`src/rtl/fetch_unit.sv`:
```
// Instruction fetch stage: owns the PC, issues word-aligned imem requests under a
// credit limit, and buffers returned words with their PCs for the decoder.
module fetch_unit #(
  parameter logic [31:0] RESET_PC = 32'h0000_0000,
  parameter int unsigned DEPTH    = 4
) (
  input  logic        clk,
  input  logic        rst_n,
  input  logic        redirect_valid,
  input  logic [31:0] redirect_pc,
  output logic        imem_req_valid,
  output logic [31:0] imem_req_addr,
  input  logic        imem_req_ready,
  input  logic        imem_rsp_valid,
  input  logic [31:0] imem_rsp_data,
  output logic        inst_valid,
  output logic [31:0] inst,
  output logic [31:0] inst_pc,
  input  logic        inst_ready
);

  localparam int unsigned CW = $clog2(DEPTH + 1);
  localparam int unsigned PW = $clog2(DEPTH);

  logic [31:0]   r_fetch_pc;
  logic [CW-1:0] r_outst;
  logic [CW-1:0] r_discard;
  logic [CW-1:0] r_count;

  logic [31:0]   r_pcq [DEPTH];
  logic [PW-1:0] r_pcq_rd;
  logic [PW-1:0] r_pcq_wr;

  logic [31:0]   r_fifo_pc   [DEPTH];
  logic [31:0]   r_fifo_inst [DEPTH];
  logic [PW-1:0] r_rd;
  logic [PW-1:0] r_wr;

  logic        w_credit;
  logic        w_accept;
  logic        w_rsp;
  logic        w_drop;
  logic        w_push;
  logic        w_pop;
  logic [31:0] w_redirect_tgt;
  logic [31:0] w_rsp_pc;

  // Credit counts both in-flight requests and buffered words, so the FIFO cannot overflow.
  assign w_credit = ((CW+1)'(r_outst) + (CW+1)'(r_count)) < (CW+1)'(DEPTH);

  assign imem_req_valid = rst_n && !redirect_valid && w_credit;
  assign imem_req_addr  = r_fetch_pc;
  assign w_accept       = imem_req_valid && imem_req_ready;

  // A response with nothing outstanding is a protocol error and is ignored.
  assign w_rsp    = imem_rsp_valid && (r_outst != '0);
  assign w_drop   = w_rsp && (redirect_valid || (r_discard != '0));
  assign w_push   = w_rsp && !w_drop;
  assign w_rsp_pc = r_pcq[r_pcq_rd];

  assign inst_valid = rst_n && !redirect_valid && (r_count != '0);
  assign inst       = r_fifo_inst[r_rd];
  assign inst_pc    = r_fifo_pc[r_rd];
  assign w_pop      = inst_valid && inst_ready;

  assign w_redirect_tgt = redirect_pc & 32'hFFFF_FFFC;

  always_ff @(posedge clk) begin
    if (!rst_n) begin
      r_fetch_pc <= RESET_PC;
      r_outst    <= '0;
      r_discard  <= '0;
      r_count    <= '0;
      r_pcq_rd   <= '0;
      r_pcq_wr   <= '0;
      r_rd       <= '0;
      r_wr       <= '0;
      for (int unsigned i = 0; i < DEPTH; i++) begin
        r_pcq[i]       <= '0;
        r_fifo_pc[i]   <= '0;
        r_fifo_inst[i] <= '0;
      end
    end else begin
      if (redirect_valid) begin
        r_fetch_pc <= w_redirect_tgt;
      end else if (w_accept) begin
        r_fetch_pc <= r_fetch_pc + 32'd4;
      end

      // PC queue tracks in-flight requests; every response, kept or dropped, retires one.
      if (w_accept) begin
        r_pcq[r_pcq_wr] <= r_fetch_pc;
        r_pcq_wr        <= r_pcq_wr + PW'(1);
      end
      if (w_rsp) begin
        r_pcq_rd <= r_pcq_rd + PW'(1);
      end

      if (w_accept && !w_rsp) begin
        r_outst <= r_outst + CW'(1);
      end else if (!w_accept && w_rsp) begin
        r_outst <= r_outst - CW'(1);
      end

      // On redirect every still-outstanding response becomes stale.
      if (redirect_valid) begin
        r_discard <= r_outst - CW'(w_rsp);
      end else if (w_rsp && (r_discard != '0)) begin
        r_discard <= r_discard - CW'(1);
      end

      if (redirect_valid) begin
        r_count <= '0;
        r_rd    <= '0;
        r_wr    <= '0;
      end else begin
        if (w_push) begin
          r_fifo_pc[r_wr]   <= w_rsp_pc;
          r_fifo_inst[r_wr] <= imem_rsp_data;
          r_wr              <= r_wr + PW'(1);
        end
        if (w_pop) begin
          r_rd <= r_rd + PW'(1);
        end
        if (w_push && !w_pop) begin
          r_count <= r_count + CW'(1);
        end else if (!w_push && w_pop) begin
          r_count <= r_count - CW'(1);
        end
      end
    end
  end

endmodule

```
`config.mk`:
```
export PLATFORM = sky130hd
export DESIGN_NAME = fetch_unit
export DESIGN_NICKNAME = d
export VERILOG_FILES = /design/src/rtl/fetch_unit.sv
export SDC_FILE = /design/constraint.sdc
export NUM_CORES = 1
export LEC_CHECK = 0
export CAP_MARGIN = 20
export CORE_MARGIN = 3
export CORE_UTILIZATION = 55
export DETAILED_ROUTE_END_ITERATION = 8
export GPL_TIMING_DRIVEN = 1
export PLACE_DENSITY = 0.87
export SLEW_MARGIN = 15
export SYNTH_ARGS = -nofsm -noshare
export SYNTH_HDL_FRONTEND = slang
export SYNTH_SLANG_ARGS = --single-unit
```
`constraint.sdc`:
```
create_clock -name clk -period 10.95 [get_ports clk]
set_input_delay 1.6425 -clock clk [delete_from_list [all_inputs] [get_ports clk]]
set_output_delay 1.6425 -clock clk [all_outputs]
set_load 0.1 [all_outputs]
```
Word level (Yosys, flattened, before mapping)
Memories as Yosys holds them, arrays and structs flattened. A register that Yosys moved wholly into a read port is not among the register bits.
Index checks and enable logic that the tools add are counted.
- add/subtract/negate cells: 12
- order comparisons: 1
- muxes and demuxes: 31
- bitwise operators: 1
- reduce and logical (&&, ||, !) cells: 31
- operators with widths (operator ; number):
    $mux 32 ; 5
    $reduce_or 32->1 ; 3
    $add 32x3->32 const B ; 1
    $mux 2 ; 9
    $mux 3 ; 6
    $logic_and 1x1->1 ; 13
    $mux 1 ; 11
    $reduce_bool 3->1 ; 3
    $sub 3x1->3 const B ; 3
    $add 2x1->2 const B ; 4
    $reduce_bool 2->1 ; 4
    $add 3x1->3 const B ; 2
    $logic_not 1->1 ; 6
    $add 3x3->4 ; 1
    $lt 4x3->1 const B ; 1
    $sub 3x1->3 ; 1
    $reduce_or 2->1 ; 1
    $logic_or 1x1->1 ; 1
    $not 1->1 ; 1
- flip-flop bits (word level): 49
- RAM bits: 384
- bits of input ports: 70
- memories kept: 3
- memory list (memory ; depth ; width ; rd ports ; clocked after Yosys merged registers in ; wr ports ; RTL line ; text):
    r_fifo_inst ; 4 ; 32 ; 1 ; 1 ; 4 ; 35 ; logic [31:0] r_fifo_inst [DEPTH];
    r_fifo_pc ; 4 ; 32 ; 1 ; 1 ; 4 ; 34 ; logic [31:0] r_fifo_pc [DEPTH];
    r_pcq ; 4 ; 32 ; 1 ; 1 ; 4 ; 30 ; logic [31:0] r_pcq [DEPTH];

Logic depth before layout (Yosys ltp)
Gate-level depths: netlist of run 1.
- depth in word-level cells: 11
- gate-level depth with buffers: 11
- mapped depth without buffers: 10

Least setup slack after synthesis of run 1
OpenSTA, ideal clock, no wires.
- path kind: input to register
- start: in redirect_valid
- end: mem r_fifo_inst[0][0] (enable)
- arrival: 6698 ps
- required time: 10382 ps
- path slack: 3684 ps
- stages: 4
- buffers on the path: 1
- path through: clkbuf_1 > nor3_1 > inv_1 > o21ai_0
- RTL lines (item ; RTL line ; text):
    start: declaration ; 9 ; input logic redirect_valid,
    end: declaration ; 35 ;

Worst setup path in the final report of run 1
- start: in rst_n
- end: out imem_req_valid
- word-level cells in the longest chain between the ends: 2
- ends and longest elaborated chain (item ; RTL line ; text):
    start: declaration ; 8 ; input logic rst_n,
    $logic_and 1x1->1 (2 in a row) ; 51 ; assign imem_req_valid = rst_n && !redirect_valid && w_credit;
    end: declaration ; 11 ; output logic imem_req_valid,
Every way passes these cells.

==> impl_results.md, run 1 <==
* Outcome: complete, no violations
* Worst EP required at 9310 ps
* Post-synth top area cell: edfxtp_1
* CTS tree: done
* Crit start category: input port
* Cts hold-fix bufs at 0
* WHS Path Cells at 2
* Actual slew at the worst max-slew pin at 1080 ps
* Via count normalized by instance count at about 6.0
* Most frequent cells in the layout: 368 x edfxtp_1, 194 x nor2_1, 161 x clkdlybuf4s50_1, 92 x mux4_2, 83 x nand2_1
* Placed Cells at 1844
* Reg clk slew, reported paths at 60 ps
* Top Metal Used: met4
* Final period util at 55.7%
* Final worst path period need at 6100 ps
* NumNets Final at 1527
* Die area at approximately 35000 um^2
* Clock skew at 12.0 ps
* Worst hold path type: reg2reg
* Detail Placement HPWL at 23800 um
* Fillers at ~2200
* Leakage at between 8 and 9 nW
* Cells after Synth at roughly 1300
* CP max FO at 24
* PortBufs at ~160
* Vias at about 11000
* Critical path endpoint category: output pin
* Gpl congestion at 0.849
* Remaining design rule violation count at 0
* Post-Synth Adder-Cell Area at 0.834%
* R2R depth at 7
* # diodes at 0
* Top_reg_cell synth: edfxtp_1
* Later-pin clock latency in the skew report at 530 ps
* Crit path DAT at 4460 ps
* Pin count of the biggest net entering global routing at 94
* Core area at 32700 um^2
* Final hold vios at 0
* Area growth, synth to finish at 17.7%
* Vias in the first global route at approximately 12000
* RSZ-0062 raised after global routing: no
* Initial antenna violation count at 0
* Post-CTS Setup Inserts at 0
* Gr usage total at 23.5%
* Post-synth cell types at 60
* FMAX at 164 MHz
* Antenna viol nets, final at 0
* TritonCTS buffer count at 41
* Sequential Area at 12100 um^2
* Sequential share of the synthesized area at roughly 66%
* Synth Area in Compound Gates at approximately 3.1%
* Setup TNS at 0 ps
* Synthesized cell area at between 15000 and 20000 um^2
* WL per Instance at 21.7 um
* PD cells at approximately 180 nW/um^2
* Simple-gate area share of the yosys netlist at 13.5%
* Ratio of cells with drive above 1 in the final layout at 13.4%
* Total gr overflow at 0
* XOR/XNOR Fraction of Synth Area at 1.05%
* Met2 WL post-DR at 20800 um
* Maxcap violations at 0
* Peak supply drop at 0.000114 V
* Drt initial violations at 1068
* Post-Syn Area per Cell at 13.9 um^2
* Die extent in x at 188 um
* # resized after CTS at 0
* Critical path type: in2out
* Mux contribution to synthesized area at 11.7%
* Commonest non-fill, non-tap cell in the layout: edfxtp_1
* Placement Rows at 66
* Post-Route WL at 41600 um
* Top-Level Pins at 168
* CTS max path bufs at 3
* Final setup fails at 0
* Met1 WL at 16100 um
* Starting density of the core at a little under three fifths
* Area share of the leading cell type in the synthesized netlist at about three fifths
* Fin. max-slew vios at 0
* Worst Slack Setup Final at 4850 ps
* DRT Pass-1 Iters at 6
* Yosys warnings at 0
* Asr flop ratio synth at 0%
* CTS Root Cell: clkbuf_16
* Largest family of logic cells by synthesized area: simple AND/OR/NAND/NOR gates
* Non-filler instance count after layout at 1916
* Sink Count at 419
* Post-synth EDFFs at 368
* Top post-synthesis cells by area: edfxtp_1 60%, mux4_2 11%, dfxtp_1 5.6%
* Die height at 188 um
* Met3 WL at 3880 um
* Pre-CTS setup slack at 4930 ps
* Slew headroom at 27.5%
* Global-route wire length before repair at about 65000 um
* Multi-input logic area at between 5000 and 6000 um^2
* H-tree levels at 2
* Yosys reg bits at around 420
==> sequential cells by signal, summed over array words and instances (netlist names), named ones only <==
signal / count
imem_req_addr: 30
r_count: 3
r_discard: 3
r_fifo_inst: 128
r_fifo_pc: 120
r_outst: 3
r_pcq: 120
r_pcq_rd: 2
r_pcq_wr: 2
r_rd: 2
r_wr: 2
==> cell type report <==
class | instances | share of cell area, %
Clock inverter | 17 | 0.755
Tap cell | 442 | 2.57
Clock buffer | 54 | 5.04
Sequential cell | 419 | 56.1
Multi-Input combinational cell | 727 | 26.0
Timing Repair Buffer | 178 | 8.17
Inverter | 79 | 1.38
==> report_power, final <==
group	internal (mW)	switching [mW]	total (mW)	leakage [nW]
sequential	1.84	0.0757	1.92	4.23
clock	0.767	0.566	1.33	0.616
combinational	0.204	0.461	0.665	3.27
total	2.81	1.10	3.91	8.12
==> cell families after synthesis <==
logic type / after synthesis
AOI/OAI and AO/OA: 90
adders and majority gates: 11
muxes: 99
DFF: 419
buffers and inverters: 173
xor gates and xnor gates: 22
and+or+nand+nor: 501
other: 1
==> synthesized netlist by cell type (all sizes together) (10+ instances only) <==
cell	number
edfxtp	368
nor2	195
mux4	92
nand2	87
and2	83
inv	79
and3	60
clkbuf	60
dfxtp	51
buf	34
a21oi	28
o21ai	26
nand3	20
xor2	17
nor3	15
nand4	10
==> worst max-delay path: stages <==
cell,delay [ps]
clkdlybuf4s50_1,450
buf_4,340
nand2b_1,370
nor3b_1,440
clkdlybuf4s50_1,1210
==> per-stage QoR <==
| step | hold WS (ps) | total power [mW] | util (%) | area, um^2 |
|---|---|---|---|---|
| 4_1_cts | 541 | 3.93 | 65.7 | 21500 |
| 5_1_grt | 553 | 4.04 | 65.8 | 21500 |
| 3_3_place_gp | 498 | 2.59 | 61.9 | 20300 |
| 3_5_place_dp | 531 | 2.61 | 61.9 | 20300 |
| 2_1_floorplan | 475 | 2.42 | - | 18300 |
| 6_report | 546 | 3.91 | 65.8 | 21500 |
==> path summary, 6_finish.rpt <==
path	from	end	slack (ps)
worst max-delay path	rst_n	imem_req_valid	4850
worst min-delay path	r_count[2]	r_count[2]	550
worst max register to register	r_outst[2]	r_pcq[1][8]	6920
worst min register to register	r_count[2]	r_count[2]	550
==> routing by layer <==
| metal | vias up | track usage (%) |
|---|---|---|
| li1 | 5041 | - |
| met1 | 5706 | 32.4 |
| met2 | 650 | 39.6 |
| met3 | 56 | 4.07 |
| met4 | 0 | 6.04 |
| met5 | - | 0 |
Power figures use the tool's default switching activity.
==> inputs of run 2 (changes only) <==
==> constraint.sdc (replaced) <==
create_clock -name clk -period 6.24 [get_ports clk]
set_input_delay 0.936 -clock clk [delete_from_list [all_inputs] [get_ports clk]]
set_output_delay 0.936 -clock clk [all_outputs]
set_load 0.1 [all_outputs]
==> run 2 against run 1 <==
- power grew 85%
- clock power rose by 100%
- flip-flop and latch count unchanged
- non-clock buffer count grew 5
- combinational power is 76% higher
- cell area grew 1.2%
- final cell count is 0.57% higher
- utilization grew 0.77 points
- critical path type unchanged
==> impl_results.md, run 2 (synthesized netlist as in run 1, its figures left out) <==
* Worst hold path type: reg2reg
* Clock skew at 18.5 ps
* Final setup fails at 0
* CTS tree: done
* Comb power frac at around 16%
* Cts hold-fix bufs at 0
* Placement Rows at 66
* R2R depth at 7
* Slowest-stage cell, CP: clkdlybuf4s50_1
* Die height at 188 um
* Sequential group share of total power at 46.4%
* R2R Setup Slk at approximately 2700 ps
* Worst path max stage delay at 1230 ps
* Most frequent cells in the layout: 368 x edfxtp_1, 194 x nor2_1, 161 x clkdlybuf4s50_1, 92 x mux4_2, 83 x nand2_1
* Die area at 35500 um^2
* Worst Hold Path EP: r_count[2]
* Gpl congestion at 0.854
* Crit start category: input port
* Met3 WL at between 3000 and 4000 um
* # diodes at 0
* Vias at 11600
* Pre-CTS setup slack at between 1000 and 1500 ps
* Sw Share at 27.6%
* CP max FO at 15
* Critical path endpoint category: output pin
* Vias in the first global route at 11900
* FMAX at 211 MHz
* PD cells at 333 nW/um^2
* Core area at 32700 um^2
* Fin. max-slew vios at 0
* RSZ-0062 raised after global routing: no
* Crit path DAT at between 3000 and 4000 ps
* Pin count of the biggest net entering global routing at 93
* Fillers at around 2200
* Slew headroom at 26.8%
* Critical path type: in2out
* Max reg flops at 128
* Sink Count at 419
* FF-to-FF End: r_pcq[1][8]
* Worst Path Buf+Inv at 2
* Top flop regs: r_fifo_inst (128), r_fifo_pc (120), r_pcq (120)
* Outcome: complete, no violations
* Total gr overflow at 0
* HP Start: r_count[2]
* Post-CTS Setup Inserts at 0
* Later-pin clock latency in the skew report at between 500 and 600 ps
* TritonCTS buffer count at between 40 and 50
* Post-Route WL at ~42000 um
* Drt initial violations at ~1000
* DRT Pass-1 Iters at 6
* Non-filler instance count after layout at ~1900
* Area growth, synth to finish at 19.0%
* Antenna viol nets, final at 0
* Top Metal Used: met4
* CTS Root Cell: clkbuf_16
* Final hold vios at 0
* Net Switching at 2.00 mW
* Detail Placement HPWL at roughly 25000 um
* Leakage at 8.24 nW
* Worst EP required at around 5300 ps
* Final period util at between 70% and 80%
* NumNets Final at 1533
* Maxcap violations at 0
* Die extent in x at between 150 and 200 um
* Initial antenna violation count at 0
* Final worst path period need at 4750 ps
* Remaining design rule violation count at 0
* Clock share of power at between 30% and 40%
* PortBufs at 161
* Largest Register: r_fifo_inst
* Top cell family by delay on the critical path: buffers and inverters
* Cell internal pwr at ~5.2 mW
* H-tree levels at 2
* Via count normalized by instance count at between 6 and 7
* Gr usage total at 24.0%
* Met1 WL at 15900 um
* Commonest non-fill, non-tap cell in the layout: edfxtp_1
* # resized after CTS at 0
* Top-Level Pins at between 150 and 200
* WL per Instance at 22.0 um
* Reg clk slew, reported paths at ~60 ps
* CTS max path bufs at 3
* Met2 WL post-DR at 21900 um
* Starting density of the core at approximately 56%
* RR Startpoint: r_outst[2]
* Ratio of cells with drive above 1 in the final layout at 14.1%
* Actual slew at the worst max-slew pin at 1090 ps
* WHS Path Cells at 2
* Global-route wire length before repair at 66800 um
* CP most frequent cell: clkdlybuf4s50_1
* Peak supply drop at 0.000204 V
* CP Cell Sequence: clkdlybuf4s50_1 > nand2b_1 > nor2_1 > clkdlybuf4s50_1
* Worst Slack Setup Final at about 1500 ps
* Placed Cells at 1850
## run 2: through the flow
stage          TNS, ps  total power, mW  area, um^2  utilization (%)  hold slack, ps
2_1_floorplan   -39610             4.25       18300                -             475
6_report             0             7.25       21800             66.6             534
3_5_place_dp         0             4.58       20300             62.0             512
5_1_grt              0             7.46       21800             66.6             556
3_3_place_gp         0             4.54       20300             62.0             499
4_1_cts              0             7.28       21800             66.6             534
## run 2: worst max path at each step
stage / startpoint / cells after the start / slack (ps) / end
floorplan: redirect_valid / 4 / -320 / r_fifo_inst[0][0]
global placement: rst_n / 4 / 1560 / inst_valid
detailed placement: rst_n / 4 / 1500 / inst_valid
CTS: rst_n / 4 / 1480 / inst_valid
global route: rst_n / 4 / 1390 / inst_valid
finish: rst_n / 4 / 1490 / inst_valid
## run 2: worst reg2reg max path: stages, from the launching register on
cell and delay (ps):
dfxtp_1 350, ha_1 350, and4bb_2 680, nand2_2 330
inv_2 370, nand2_2 230, nor2_2 800, and2_2 280
## run 2: per-layer routing
| metal | up-vias | GRT usage [%] |
|---|---|---|
| li1 | 5059 | - |
| met1 | 5819 | 32.1 |
| met2 | 638 | 41.3 |
| met3 | 76 | 4.06 |
| met4 | 0 | 6.73 |
| met5 | - | 0 |
## run 2: layout make-up
type	instances	area (um^2)	share of cell area (%)
timing repair buffer	183	1780	8.16
sequential	419	12100	55.5
inverter	79	297	1.36
multi-input combinational	727	5580	25.6
clock buffer	47	1070	4.91
tap	442	553	2.54
clock inverter	30	422	1.94
## run 2: power by group through the flow
stage | combinational, mW | clock [mW] | sequential [mW]
2_1_floorplan | 0.815 | 0 | 3.44
3_3_place_gp | 1.14 | 0 | 3.40
3_5_place_dp | 1.16 | 0 | 3.41
4_1_cts | 1.17 | 2.74 | 3.36
5_1_grt | 1.23 | 2.85 | 3.38
6_report | 1.17 | 2.71 | 3.36
==> inputs of run 3 (changes only) <==
--- a/config.mk
+++ b/config.mk
@@ -7,10 +7,10 @@
 export LEC_CHECK = 0
 export CAP_MARGIN = 20
 export CORE_MARGIN = 3
-export CORE_UTILIZATION = 55
+export CORE_UTILIZATION = 52
 export DETAILED_ROUTE_END_ITERATION = 8
 export GPL_TIMING_DRIVEN = 1
-export PLACE_DENSITY = 0.87
+export PLACE_DENSITY = 0.86
 export SLEW_MARGIN = 15
 export SYNTH_ARGS = -nofsm -noshare
 export SYNTH_HDL_FRONTEND = slang
==> constraint.sdc (replaced) <==
create_clock -name clk -period 3.8 [get_ports clk]
set_input_delay 0.57 -clock clk [delete_from_list [all_inputs] [get_ports clk]]
set_output_delay 0.57 -clock clk [all_outputs]
set_load 0.1 [all_outputs]
==> run 3 against run 2 <==
- power increased by 60%
- via count is 2.4% lower
- critical path type is now reg2out
- clock power rose by 54%
- register-to-register slack worse by 1800 ps
- final cell count up 1.2%
- utilization shrank 3.9 points
- largest power group unchanged
- cell area is 0.26% lower
==> impl_results.md, run 3 (synthesized netlist as in run 1, its figures left out) <==
* PortBufs at ~160
* Top cell family by delay on the critical path: buffers and inverters
* HP Start: r_count[2]
* Worst path max stage delay at 430 ps
* CTS Root Cell: clkbuf_16
* Total gr overflow at 0
* Final setup fails at 0
* Post-Route WL at between 40000 and 50000 um
* Non-filler instance count after layout at 1951
* Starting density of the core at 52.8%
* Drt initial violations at 942
* CP max FO at 25
* Leakage at 8.37 nW
* Via count normalized by instance count at about 5.8
* DRT Pass-1 Iters at 5
* RR Startpoint: r_outst[1]
* Vias at around 11000
* # diodes at 0
* Area growth, synth to finish at 18.7%
* Max reg flops at 128
* Core area at 34600 um^2
* Crit start category: flip-flop
* Fin. max-slew vios at 0
* Remaining design rule violation count at 0
* Final hold vios at 0
* Peak supply drop at about 0.0003 V
* Slowest-stage cell, CP: dfxtp_1
* Detail Placement HPWL at ~25000 um
* CP Cell Sequence: ha_1 > a311oi_4 > buf_4 > nor3b_2 > buf_12
* Slew headroom at 31.7%
* NumNets Final at about 1500
* Initial antenna violation count at 0
* H-tree levels at 2
* Gpl congestion at 0.868
* Cts hold-fix bufs at 0
* FMAX at approximately 320 MHz
* CTS max path bufs at 3
* Global-route wire length before repair at roughly 66000 um
* TritonCTS buffer count at 43
* Final period util at about 83%
* Later-pin clock latency in the skew report at 550 ps
* Pin count of the biggest net entering global routing at 93
* RSZ-0062 raised after global routing: no
* WL per Instance at 21.3 um
* Top-Level Pins at roughly 170
* Worst EP required at approximately 3200 ps
* Most frequent cells in the layout: 368 x edfxtp_1, 194 x nor2_1, 97 x clkdlybuf4s50_1, 92 x mux4_2, 85 x buf_4
* Sink Count at 419
* Worst hold path type: reg2reg
* Critical path endpoint category: output pin
* Die height at 194 um
* Worst Path Buf+Inv at 2
* Post-CTS Setup Inserts at 0
* Commonest non-fill, non-tap cell in the layout: edfxtp_1
* Tot Pwr at ~12 mW
* Placed Cells at 1872
* # resized after CTS at 0
* Crit path DAT at 2580 ps
* CTS tree: done
* Vias in the first global route at ~12000
* Actual slew at the worst max-slew pin at 1020 ps
* Top flop regs: r_fifo_inst (128), r_fifo_pc (120), r_pcq (120)
* Antenna viol nets, final at 0
* PD cells at 535 nW/um^2
* Largest Register: r_fifo_inst
* Maxcap violations at 0
* Final worst path period need at 3150 ps
* Clock skew at 12.3 ps
* Placement Rows at 68
* Die extent in x at approximately 190 um
* Reg clk slew, reported paths at 60 ps
* Worst Setup SP: r_outst[1]
* Gr usage total at 22.2%
* Outcome: complete, no violations
* Ratio of cells with drive above 1 in the final layout at between 10% and 20%
* Die area at ~37000 um^2
* Critical path type: reg2out
==> run 3: cell types whose count changed in the layout (fill, tap and decap cells not counted), sizes merged <==
cell / before / now
clkinvlp: 2 / 1
clkinv: 15 / 17
clkdlybuf4s50: 161 / 97
bufinv: 10 / 5
buf: 22 / 95
clkbuf: 47 / 53
==> run 3: worst paths after layout <==
path / end / slack, ps / cells after the start
hold / removal: r_count[2] / 520 / 2
setup / recovery: imem_req_valid / 650 / 5
setup reg to reg: r_outst[2] / 900 / 10
hold reg to reg: r_count[2] / 520 / 2
==> run 3: power by group <==
part           total, mW  internal, mW  switching [mW]
combinational       1.94         0.592            1.35
sequential          5.50          5.30           0.203
clock               4.18          2.46            1.71
==> run 3: worst register-to-register path, stage by stage (launching register included) <==
cell	delay [ps]
dfxtp_1	430
ha_1	300
a311oi_4	380
nand2_2	100
inv_2	300
ha_1	260
inv_1	60
fa_1	380
xor2_1	170
or3_1	310
a21oi_1	140
==> run 3: layer usage <==
layer | GRT usage (%) | up-vias | share of wire [%]
met4 | 5.46 | 0 | 2.1
met1 | 30.5 | 5610 | 40
met3 | 4.04 | 73 | 8.4
met5 | 0 | - | 0
met2 | 37.3 | 560 | 50
li1 | - | 5072 | -
==> run 3: final cells by class <==
cell class / count / area, um^2
Fill cell: 2443 / 12900
Tap cell: 455 / 569
Multi-Input combinational cell: 727 / 5580
Inverter: 79 / 297
Clock inverter: 26 / 256
Sequential cell: 419 / 12100
Timing Repair Buffer: 192 / 1810
Clock buffer: 53 / 1130
==> run 3: through the flow <==
stage	utilization, %	cell area [um^2]	hold slack [ps]	worst slack [ps]	TNS, ps
4_1_cts	62.7	21700	523	621	0
5_1_grt	62.7	21700	555	575	0
3_3_place_gp	58.7	20300	501	564	0
6_report	62.7	21700	523	649	0
3_5_place_dp	58.7	20300	505	531	0
2_1_floorplan	-	18300	475	-727	-90190
